$ cat config.mk
export PLATFORM = sky130hd
export DESIGN_NAME = i2s_rx_stream_arbiter
export DESIGN_NICKNAME = d
export VERILOG_FILES = /design/src/rtl/i2s_rx_stream_arbiter.sv
export SDC_FILE = /design/constraint.sdc
export NUM_CORES = 1
export LEC_CHECK = 0
export ABC_CLOCK_PERIOD_IN_PS = 2200
export CAP_MARGIN = 5
export CORE_ASPECT_RATIO = 1.2
export CORE_MARGIN = 4
export CORE_UTILIZATION = 63
export DETAILED_ROUTE_END_ITERATION = 16
export DONT_BUFFER_PORTS = 1
export HOLD_SLACK_MARGIN = 0.15
export PLACE_DENSITY = 0.85
export SLEW_MARGIN = 20
export SYNTH_ARGS = -nofsm -noshare
export SYNTH_HDL_FRONTEND = slang
export SYNTH_SLANG_ARGS = --single-unit
$ cat constraint.sdc
create_clock -name clk_i -period 2.2 [get_ports clk_i]
set_input_delay 0.33 -clock clk_i [delete_from_list [all_inputs] [get_ports clk_i]]
set_output_delay 0.33 -clock clk_i [all_outputs]
set_load 0.01 [all_outputs]
$ cat src/rtl/i2s_rx_stream_arbiter.sv
// ---------------------------------------------------------------------------
// i2s_rx_stream_arbiter
//
// Shares the single uDMA RX stream between the two I2S RX channel sample
// streams. It sits after the sck-to-system-clock CDC FIFOs, so everything here
// runs on the system clock. At most one input sample is granted per cycle into
// a registered output stage. Each forwarded sample is tagged with its source
// channel and counted in a saturating per-source counter.
//
// Ports:
//   clk_i        system clock, rising edge
//   rstn_i       asynchronous active-low reset
//   cfg_en_i     arbiter enable; low stops new grants, the output still drains
//   cfg_mode_i   00 ch0 only, 01 ch1 only, 10 round-robin, 11 strict alternate
//   cfg_clr_i    single-cycle pulse that clears both sample counters
//   in0_*        ch0 sample stream (valid/ready handshake)
//   in1_*        ch1 sample stream (valid/ready handshake)
//   out_data_o   registered sample to the uDMA
//   out_src_o    source of out_data_o (0 = ch0, 1 = ch1)
//   out_valid_o  output sample valid; held until out_ready_i
//   out_ready_i  uDMA accepts the output sample
//   stat_cnt0_o  saturating count of samples forwarded from ch0
//   stat_cnt1_o  saturating count of samples forwarded from ch1
//   busy_o       equals out_valid_o
// ---------------------------------------------------------------------------
`timescale 1ns/1ps

module i2s_rx_stream_arbiter #(
    parameter int DATA_W = 32,
    parameter int CNT_W  = 16
) (
    input  logic              clk_i,
    input  logic              rstn_i,
    input  logic              cfg_en_i,
    input  logic [1:0]        cfg_mode_i,
    input  logic              cfg_clr_i,
    input  logic [DATA_W-1:0] in0_data_i,
    input  logic              in0_valid_i,
    output logic              in0_ready_o,
    input  logic [DATA_W-1:0] in1_data_i,
    input  logic              in1_valid_i,
    output logic              in1_ready_o,
    output logic [DATA_W-1:0] out_data_o,
    output logic              out_src_o,
    output logic              out_valid_o,
    input  logic              out_ready_i,
    output logic [CNT_W-1:0]  stat_cnt0_o,
    output logic [CNT_W-1:0]  stat_cnt1_o,
    output logic              busy_o
);

    typedef enum logic [1:0] {
        MODE_CH0 = 2'b00,
        MODE_CH1 = 2'b01,
        MODE_RR  = 2'b10,
        MODE_ALT = 2'b11
    } mode_e;

    localparam logic [CNT_W-1:0] CNT_MAX = '1;

    mode_e             mode;
    logic              s_slot;
    logic              grant0;
    logic              grant1;
    logic              xfer0;
    logic              xfer1;

    logic              out_valid_q;
    logic [DATA_W-1:0] out_data_q;
    logic              out_src_q;
    logic              r_last;
    logic              r_expect;
    logic [CNT_W-1:0]  cnt0_q;
    logic [CNT_W-1:0]  cnt1_q;

    assign mode = mode_e'(cfg_mode_i);

    // The output register can take a new sample when it is empty or when
    // its current sample leaves this cycle, giving one sample per cycle.
    assign s_slot = ~out_valid_q | out_ready_i;

    // Source selection. Round-robin only consults r_last when both channels
    // compete; strict alternation stalls the non-expected channel even if it
    // is valid so that stereo pairs stay interleaved ch0, ch1, ch0, ...
    always_comb begin
        grant0 = 1'b0;
        grant1 = 1'b0;
        case (mode)
            MODE_CH0: grant0 = in0_valid_i;
            MODE_CH1: grant1 = in1_valid_i;
            MODE_RR: begin
                if (in0_valid_i && in1_valid_i) begin
                    grant0 = r_last;
                    grant1 = ~r_last;
                end else begin
                    grant0 = in0_valid_i;
                    grant1 = in1_valid_i;
                end
            end
            MODE_ALT: begin
                grant0 = ~r_expect & in0_valid_i;
                grant1 = r_expect & in1_valid_i;
            end
            default: begin
                grant0 = 1'b0;
                grant1 = 1'b0;
            end
        endcase
    end

    assign in0_ready_o = cfg_en_i & s_slot & grant0;
    assign in1_ready_o = cfg_en_i & s_slot & grant1;

    assign xfer0 = in0_valid_i & in0_ready_o;
    assign xfer1 = in1_valid_i & in1_ready_o;

    // Output register: reload on any input transfer (also when the previous
    // sample leaves in the same edge), otherwise drop valid once accepted.
    // Data and source hold their last value after the sample drains.
    always_ff @(posedge clk_i or negedge rstn_i) begin
        if (!rstn_i) begin
            out_valid_q <= 1'b0;
            out_data_q  <= '0;
            out_src_q   <= 1'b0;
        end else if (xfer0 || xfer1) begin
            out_valid_q <= 1'b1;
            out_data_q  <= xfer1 ? in1_data_i : in0_data_i;
            out_src_q   <= xfer1;
        end else if (out_ready_i) begin
            out_valid_q <= 1'b0;
        end
    end

    // Arbitration pointers. While disabled they are pinned so that every
    // re-enable starts with ch0. Each pointer only moves on transfers made
    // in the mode that owns it; a mode change does not reset them.
    always_ff @(posedge clk_i or negedge rstn_i) begin
        if (!rstn_i) begin
            r_last   <= 1'b1;
            r_expect <= 1'b0;
        end else if (!cfg_en_i) begin
            r_last   <= 1'b1;
            r_expect <= 1'b0;
        end else begin
            if (mode == MODE_RR && (xfer0 || xfer1)) begin
                r_last <= xfer1;
            end
            if (mode == MODE_ALT && (xfer0 || xfer1)) begin
                r_expect <= ~r_expect;
            end
        end
    end

    // Per-source sample counters. They stick at all-ones instead of
    // wrapping, and a clear pulse wins over a same-cycle increment.
    always_ff @(posedge clk_i or negedge rstn_i) begin
        if (!rstn_i) begin
            cnt0_q <= '0;
            cnt1_q <= '0;
        end else if (cfg_clr_i) begin
            cnt0_q <= '0;
            cnt1_q <= '0;
        end else begin
            if (xfer0 && cnt0_q != CNT_MAX) begin
                cnt0_q <= cnt0_q + 1'b1;
            end
            if (xfer1 && cnt1_q != CNT_MAX) begin
                cnt1_q <= cnt1_q + 1'b1;
            end
        end
    end

    assign out_valid_o = out_valid_q;
    assign out_data_o  = out_data_q;
    assign out_src_o   = out_src_q;
    assign busy_o      = out_valid_q;
    assign stat_cnt0_o = cnt0_q;
    assign stat_cnt1_o = cnt1_q;

endmodule

* After elaboration in Yosys (flattened, before gate mapping)
Index checks and enable logic that the tools add are counted.
W data, S select, Z words.
** Word-level totals
- Bits of input ports :: 73
- Output and inout port bits :: 69
- Register bits :: 68
- Logic and storage cells :: 52
** Cells by class
- Bitwise gates (word level) :: 11
- Reduce and logical (&&, ||, !) cells :: 10
- Equal/unequal tests :: 7
- Add/sub/neg operators :: 2
- Multiplexer cells :: 15
** Operators with widths (number)
- $mux W16 :: 4
- $add A16 B1 Y16 const B :: 2
- $mux W32 :: 1
- $ne A16 B16 Y1 const B :: 2
- $mux W1 :: 8
- $and A1 B1 Y1 :: 7
- $pmux W1 S3 :: 2
- $reduce_bool A2 Y1 :: 3
- $logic_and A1 B1 Y1 :: 5
- $eq A2 B2 Y1 const B :: 2
- $ne A2 B1 Y1 const B :: 2
- $not A1 Y1 :: 3
- $eq A2 B1 Y1 const B :: 1
- $logic_not A2 Y1 :: 1
- $logic_or A1 B1 Y1 :: 1
- $or A1 B1 Y1 :: 1

* Longest topological paths before layout
Gate-level depths: netlist of run 1.
- Depth after elaboration :: 9
- Depth in mapped cells :: 7
- Gate-level depth less buffers :: 6

* Worst setup path before layout of run 1
Ideal clock, no wire load.
- Path kind :: flip-flop to flip-flop
- Start point :: register r_last
- End point :: register cnt0_q[15] (netlist: stat_cnt0_o[15])
- Data required time :: 2.068 ns
- Setup time :: 0.132 ns
- Path slack :: 0.396 ns
- Clock period less this slack :: 1.804 ns
- Path buffers :: 1
- Arrival :: 1.673 ns
- Cell stages (with the launch flop) :: 8
- Cells stage by stage :: dfstp_2 > and3b_1 > o22ai_2 > nand4_4 > buf_4 > nor4_2 > xnor2_1 > nor2_1
** Between the ends
- Word-level cells in the longest chain between the ends :: 6
** Ends and longest elaborated chain
- start: declaration :: line 71 : logic r_last;
- start signal: assignment :: line 146 : r_last <= xfer1;
- $mux W1 :: line 92 : if (in0_valid_i && in1_valid_i) begin
- $pmux W1 S3 :: line 88 : case (mode)
- $and A1 B1 Y1 :: line 111 : assign in0_ready_o = cfg_en_i & s_slot & grant0;
- $and A1 B1 Y1 :: line 114 : assign xfer0 = in0_valid_i & in0_ready_o;
- $logic_and A1 B1 Y1 :: line 164 : if (xfer0 && cnt0_q != CNT_MAX) begin
- $reduce_bool A2 Y1 (no line)
- end signal: assignment :: line 165 : cnt0_q <= cnt0_q + 1'b1;
- end: declaration :: line 73 : logic [CNT_W-1:0] cnt0_q;
No other way between the ends.
A chain may end at the register's enable or synchronous reset.

* Worst setup path after layout of run 1
- Start point :: register out_valid_q (netlist: busy_o)
- End point :: output port in1_ready_o
** Between the ends
- Word-level cells in the longest chain between the ends :: 4
** Ends and longest elaborated chain
- start: declaration :: line 68 : logic out_valid_q;
- start signal: assignment :: line 122 : out_valid_q <= 1'b0;
- start signal: assignment :: line 126 : out_valid_q <= 1'b1;
- start signal: assignment :: line 130 : out_valid_q <= 1'b0;
- $not A1 Y1 :: line 80 : assign s_slot = ~out_valid_q | out_ready_i;
- $or A1 B1 Y1 :: line 80
- $and A1 B1 Y1 (2 in a row) :: line 112 : assign in1_ready_o = cfg_en_i & s_slot & grant1;
- end: declaration :: line 42 : output logic in1_ready_o,
No other way between the ends.

==> results.py, run 1 <==
metrics = {
    "floorplanning": {
        "start_util": 0.650,
        "die_w_um": 75.3,
        "ios": 142,
        "die_h_um": 88.7,
        "core_area_sq_mm": 0.00526,
        "row_count": 29,
        "dieArea_sq_mm": 0.00668,
    },
    "worst_setup_path": {
        "path_class": "register to primary output",
        "cp_data_arrival_time_ps": 1790,
        "cp-end-kind": "primary output",
        "critPathRequiredTime_ps": 1870,
        "start_kind": "register",
        "crit_fanout": 63,
    },
    "synthesis": {
        "netlist_area_sq_mm": 0.00342,
        "yosysTopAreaCellShare": 0.490,
        "syn_inst": 340,
        "yosysSeqAreaShare": 0.498,
        "ys_ff_latch": 68,
        "yosysTopAreaCell": "dfrtp_1",
        "yosys.cell_types.count": 38,
        "synthTopCellsByArea": "dfrtp_1 (49%), mux2i_1 (9.7%), nand2_1 (5.3%)",
        "ys_warn_count": 0,
        "synth.avg_cell_area_sq_um": 10.1,
        "syn_nets": 415,
    },
    "run_status": {
        "status": "completed",
    },
    "power": {
        "leakage_nw": 1.88,
        "ir_worst_vdd_uv": 540,
        "power.density_mw_per_mm2": 793,
        "p_total_mw": 3.27,
    },
    "placement": {
        "place.port_buffers": 0,
        "dp.cells": 391,
        "routabilityCongestion": 0.820,
        "post-dp-hpwl_um": 5600,
    },
    "cts": {
        "cts_root_buffer": "clkbuf_8",
        "post-cts-setup-buffer-count": 0,
        "cts_inserted_buffers": 9,
        "clkLatencyLatePin_ps": 330,
        "clock-sinks": 68,
        "cts_buffer_depth": 2,
        "path_clk_slew_ps": 70,
        "cts_tree": "done",
        "h-tree-depth": 3,
    },
    "routing": {
        "vias": 2718,
        "drtIter0Drc": 140,
        "ant_nets": 0,
        "drcViolationCount": 0,
        "wl_per_cell_um": 20.2,
        "drtPass1Iterations": 4,
        "vias_per_cell": 6.12,
        "wl_um": 8980,
    },
    "run": {
        "drv_cap": 0,
    },
    "global_routing": {
        "antenna_found_initial": 0,
        "grt_pass1_wl_um": 13900,
        "track_usage": 0.279,
        "grt_max_degree": 69,
        "grt_pass1_vias": 2851,
        "overflow": 0,
    },
    "sta": {
        "worstMarginPinSlew_ps": 564,
        "max_freq_ghz": 0.472,
        "setup-violations-final": 0,
        "fin_skew_ps": 10.7,
        "final_hold_viol_count": 0,
        "tns_ps": 0,
        "final.period_utilization": 0.962,
        "slew-limit-headroom": 0.624,
        "drv_slew": 0,
        "period_needed_ps": 2120,
        "rsz0062_at_grt": "false",
    },
    "final_layout": {
        "syn_to_final_growth_pct": 20.7,
        "drive_gt1_frac": 0.107,
        "fin_nets": 452,
        "fin_cells": 444,
        "nFillCells": 315,
        "antenna_cells": 0,
    },
    "min_path": {
        "min_path_type": "input pin to register",
    },
}
[area by class of cell]
| cell class | count | area (sq um) | area share |
|---|---|---|---|
| Timing Repair Buffer | 45 | 463 | 0.112 |
| Sequential cell | 68 | 1700 | 0.412 |
| Multi-Input combinational cell | 249 | 1620 | 0.392 |
| Clock inverter | 4 | 95.1 | 0.0230 |
| Clock buffer | 12 | 155 | 0.0376 |
| Inverter | 4 | 15.0 | 0.00364 |
| Tap cell | 62 | 77.6 | 0.0188 |
[synth_stat cells (all sizes together)]
cell type  instances
dfrtp             67
nor3               5
nor2              30
nand2b             2
nand4              9
nor4b              2
nor4               7
and4               5
o22ai              1
clkbuf             8
nand2             48
nor3b              1
a21oi              6
o21bai             1
dfstp              1
xnor2             15
o211ai             1
or3                2
o21ai             36
a211oi             1
and3              12
xor2              11
nand3             14
inv                4
o2111ai            1
a31oi              1
ha                 2
and3b              2
a211o              1
buf               11
mux2i             33
[routing by layer]
layer,GRT usage,wire (um),up-vias
li1,-,-,1254
met1,0.287,3160,1323
met2,0.500,4870,124
met3,0.0909,722,17
met4,0.135,221,0
met5,0,0,-
[power breakdown]
group / leakage, nW / switching (mW) / internal, mW
clock: 0.127 / 0.451 / 0.814
combinational: 0.877 / 0.200 / 0.172
sequential: 0.881 / 0.225 / 1.41
[placed cells by master, fill, tap and decap left out, drive strengths merged]
cell type,n
dfrtp,67
nand2,48
o21ai,36
dlygate4sd3,35
mux2i,33
nor2,30
xnor2,15
nand3,14
and3,12
clkbuf,12
xor2,11
buf,10
nand4,9
nor4,7
a21oi,6
and4,5
nor3,5
inv,4
bufinv,3
nand2b,2
and3b,2
or3,2
nor4b,2
ha,2
o2111ai,1
o22ai,1
o211ai,1
a211o,1
o21bai,1
a31oi,1
nor3b,1
a211oi,1
clkinv,1
dfstp,1
[timing repair]
action / CTS / global route
gates resized for setup: 2 / 5
endpoints found under the hold margin: 133 / 1
setup endpoints to repair: 2 / 2
pin swaps: 0 / 1
hold buffers: 36 / 1
[kinds of logic (layout without fill, tap and decap cells)]
group                      Yosys count  count (layout)  synth area share
and+or+nand+nor                    139             139             0.223
DFF                                 68              68             0.498
AOI/OAI and AO/OA                   49              49            0.0786
muxes                               33              33            0.0966
xor gates and xnor gates            26              26            0.0666
buffers and inverters               23              65            0.0300
adders and majority gates            2               2           0.00731
[critical path, cell delays in order (launching register included)]
cell and delay, ps:
dfrtp_1 460, nand2b_1 230, o2111ai_1 210, nor2_4 220
buf_8 310
[sequential cells by signal (all words and copies together) (netlist names)]
name,count
out_data_o,32
stat_cnt0_o,16
stat_cnt1_o,16
busy_o,1
out_src_o,1
r_expect,1
r_last,1
[metrics by stage]
step | area (sq um) | worst slack, ps | hold slack [ps] | util
2_1_floorplan | 3420 | 396 | 34.4 | -
3_3_place_gp | 3480 | 352 | 36.1 | 0.661
3_5_place_dp | 3480 | 263 | 36.8 | 0.661
4_1_cts | 4110 | 47.7 | 156 | 0.781
5_1_grt | 4130 | 10.0 | 178 | 0.785
6_report | 4130 | 83.4 | 180 | 0.785
[worst paths after layout]
path	startpoint	end	slack (ps)	depth (start not counted)
max	busy_o	in1_ready_o	80	4
min	in0_data_i[28]	out_data_o[28]	180	2
max reg2reg	busy_o	r_expect	220	7
min reg2reg	r_last	r_last	550	2
max in group asynchronous	rstn_i	r_last	1370	2
min in group asynchronous	rstn_i	out_data_o[23]	530	2
No activity file was read; power rests on OpenSTA's default activity.
==> run 2: changes to the inputs <==
--- a/config.mk
+++ b/config.mk
@@ -10,6 +10,7 @@
 export CORE_ASPECT_RATIO = 1.2
 export CORE_MARGIN = 4
 export CORE_UTILIZATION = 63
+export CTS_CLUSTER_SIZE = 20
 export DETAILED_ROUTE_END_ITERATION = 16
 export DONT_BUFFER_PORTS = 1
 export HOLD_SLACK_MARGIN = 0.15
==> results of run 2 <==
No change in the layout: final DEF, timing and power equal those of run 1.
==> run 3: changes to the inputs <==
--- a/config.mk
+++ b/config.mk
@@ -5,7 +5,7 @@
 export SDC_FILE = /design/constraint.sdc
 export NUM_CORES = 1
 export LEC_CHECK = 0
-export ABC_CLOCK_PERIOD_IN_PS = 2200
+export ABC_CLOCK_PERIOD_IN_PS = 2400
 export CAP_MARGIN = 5
 export CORE_ASPECT_RATIO = 1.2
 export CORE_MARGIN = 4
==> constraint.sdc (replaced) <==
create_clock -name clk_i -period 2.4 [get_ports clk_i]
set_input_delay 0.36 -clock clk_i [delete_from_list [all_inputs] [get_ports clk_i]]
set_output_delay 0.36 -clock clk_i [all_outputs]
set_load 0.01 [all_outputs]
==> run 3 against run 2 <==
Core utilization decreased by 4.1 points. Clock power decreased by 38%. First-iteration DRC count decreased by 7.9%. Die area unchanged. Register-to-register slack improved by 140 ps. Critical path type unchanged. Largest cell class unchanged.
==> results.py, run 3 (synthesized netlist as in run 1, its figures left out) <==
metrics = {
    "worst_setup_path": {
        "r2r_start": "stat_cnt0_o[0]",
        "cp-end-kind": "primary output",
        "reg2reg_depth": 6,
        "critPathMaxStageDelay_ps": 460,
        "crit_start": "busy_o",
        "path_class": "register to primary output",
        "cp_data_arrival_time_ps": 1710,
        "rrSetupSlack_ps": 360,
        "worstPathBufferInverterCount": 1,
        "start_kind": "register",
        "crit_family": "flip-flops",
        "critPathRequiredTime_ps": 2040,
        "critPathSlowestCell": "dfrtp_1",
        "path_cells": "nand2b_1 > o2111ai_1 > nor2_4 > buf_12",
        "cp.depth": 4,
        "crit_fanout": 79,
    },
    "power": {
        "power.density_mw_per_mm2": 665,
        "ir_worst_vdd_uv": 460,
        "leakage_nw": 1.78,
    },
    "sta": {
        "holdWs_ps": 162,
        "final_hold_viol_count": 0,
        "final.period_utilization": 0.864,
        "drv_slew": 0,
        "rsz0062_at_grt": "false",
        "fin_skew_ps": 9.85,
        "worstMarginPinSlew_ps": 545,
        "tns_ps": 0,
        "max_freq_ghz": 0.482,
        "period_needed_ps": 2070,
        "slew-limit-headroom": 0.637,
        "setup-violations-final": 0,
    },
    "placement": {
        "place.port_buffers": 0,
        "routabilityCongestion": 0.806,
        "post-dp-hpwl_um": 5330,
    },
    "final_layout": {
        "final_common_cell": "dfrtp_1",
        "layout_common_cells": "dfrtp_1 (67), nand2_1 (48), mux2i_1 (33), nor2_1 (29), dlygate4sd3_1 (23)",
        "largest_register_ffs": 32,
        "fin_nets": 438,
        "syn_to_final_growth_pct": 14.3,
        "antenna_cells": 0,
        "drive_gt1_frac": 0.0978,
        "final_util": 0.743,
    },
    "global_routing": {
        "grt_pass1_vias": 2669,
        "track_usage": 0.249,
        "grt_pass1_wl_um": 12500,
        "antenna_found_initial": 0,
        "overflow": 0,
        "grt_max_degree": 80,
    },
    "run_status": {
        "status": "completed",
    },
    "floorplanning": {
        "core_area_sq_mm": 0.00526,
        "ios": 142,
        "start_util": 0.650,
        "dieArea_sq_mm": 0.00668,
        "row_count": 29,
        "die_h_um": 88.7,
        "die_w_um": 75.3,
    },
    "routing": {
        "wl_per_cell_um": 18.8,
        "drtPass1Iterations": 4,
        "vias": 2654,
        "wl_um": 8090,
        "ant_nets": 0,
        "drcViolationCount": 0,
        "vias_per_cell": 6.17,
        "drtIter0Drc": 129,
    },
    "min_path": {
        "holdPathStages": 2,
        "min_path_type": "input pin to register",
        "hold_start": "in1_data_i[25]",
    },
    "cts": {
        "cts_inserted_buffers": 9,
        "clock-sinks": 68,
        "clkLatencyLatePin_ps": 330,
        "cts-resized-gates": 0,
        "cts_root_buffer": "clkbuf_8",
        "path_clk_slew_ps": 70,
        "cts_buffer_depth": 2,
        "cts_tree": "done",
        "h-tree-depth": 3,
    },
    "run": {
        "drv_cap": 0,
    },
}
[run 3: cell count changes in the layout (fill, tap and decap cells not counted), sizes merged]
cell | previous run | this run
buf | 10 | 8
bufinv | 3 | 0
clkbuf | 12 | 14
clkinv | 1 | 2
dlygate4sd3 | 35 | 23
[run 3: path summary, 6_finish.rpt]
check,to
max in group asynchronous,r_last
min,out_data_o[25]
min in group asynchronous,stat_cnt1_o[11]
max,in1_ready_o
min reg2reg,r_expect
max reg2reg,stat_cnt0_o[9]
[run 3: area by class of cell]
| class | instances | area, sq um |
|---|---|---|
| clock buffers | 14 | 153 |
| clock inverters | 2 | 10.0 |
| fillers | 346 | 1350 |
| inverters | 4 | 15.0 |
| multi-input cells | 249 | 1620 |
| flip-flops and latches | 68 | 1700 |
| well taps | 62 | 77.6 |
| repair buffers | 31 | 333 |
[run 3: through the flow]
stage | worst slack (ps) | area [sq um] | power, mW | std cells
floorplan | 596 | 3420 | 1.68 | 340
global placement | 399 | 3460 | 1.74 | 386
detailed placement | 378 | 3460 | 1.76 | 386
CTS | 8.76 | 3890 | 2.61 | 427
global route | 197 | 3910 | 2.73 | 430
finish | 325 | 3910 | 2.60 | 430
[run 3: layer usage]
layer / track usage / routed length (um) / part of all wire / vias to the layer above
met5: 0 / 0 / 0 / -
met4: 0.108 / 186 / 0.023 / 0
met3: 0.0784 / 723 / 0.089 / 19
met2: 0.439 / 4290 / 0.53 / 139
met1: 0.273 / 2890 / 0.36 / 1261
li1: - / - / - / 1235
[run 3: what timing repair did]
action,CTS,global route
hold endpoints to repair,121,0
buffers inserted,0,3
hold buffers,25,0
endpoints found under the setup margin,0,1
[run 3: power by group]
group	switching [mW]	total [mW]	internal, mW	leakage (nW)
sequential	0.207	1.50	1.30	0.881
combinational	0.169	0.314	0.145	0.817
clock	0.382	0.783	0.402	0.0844
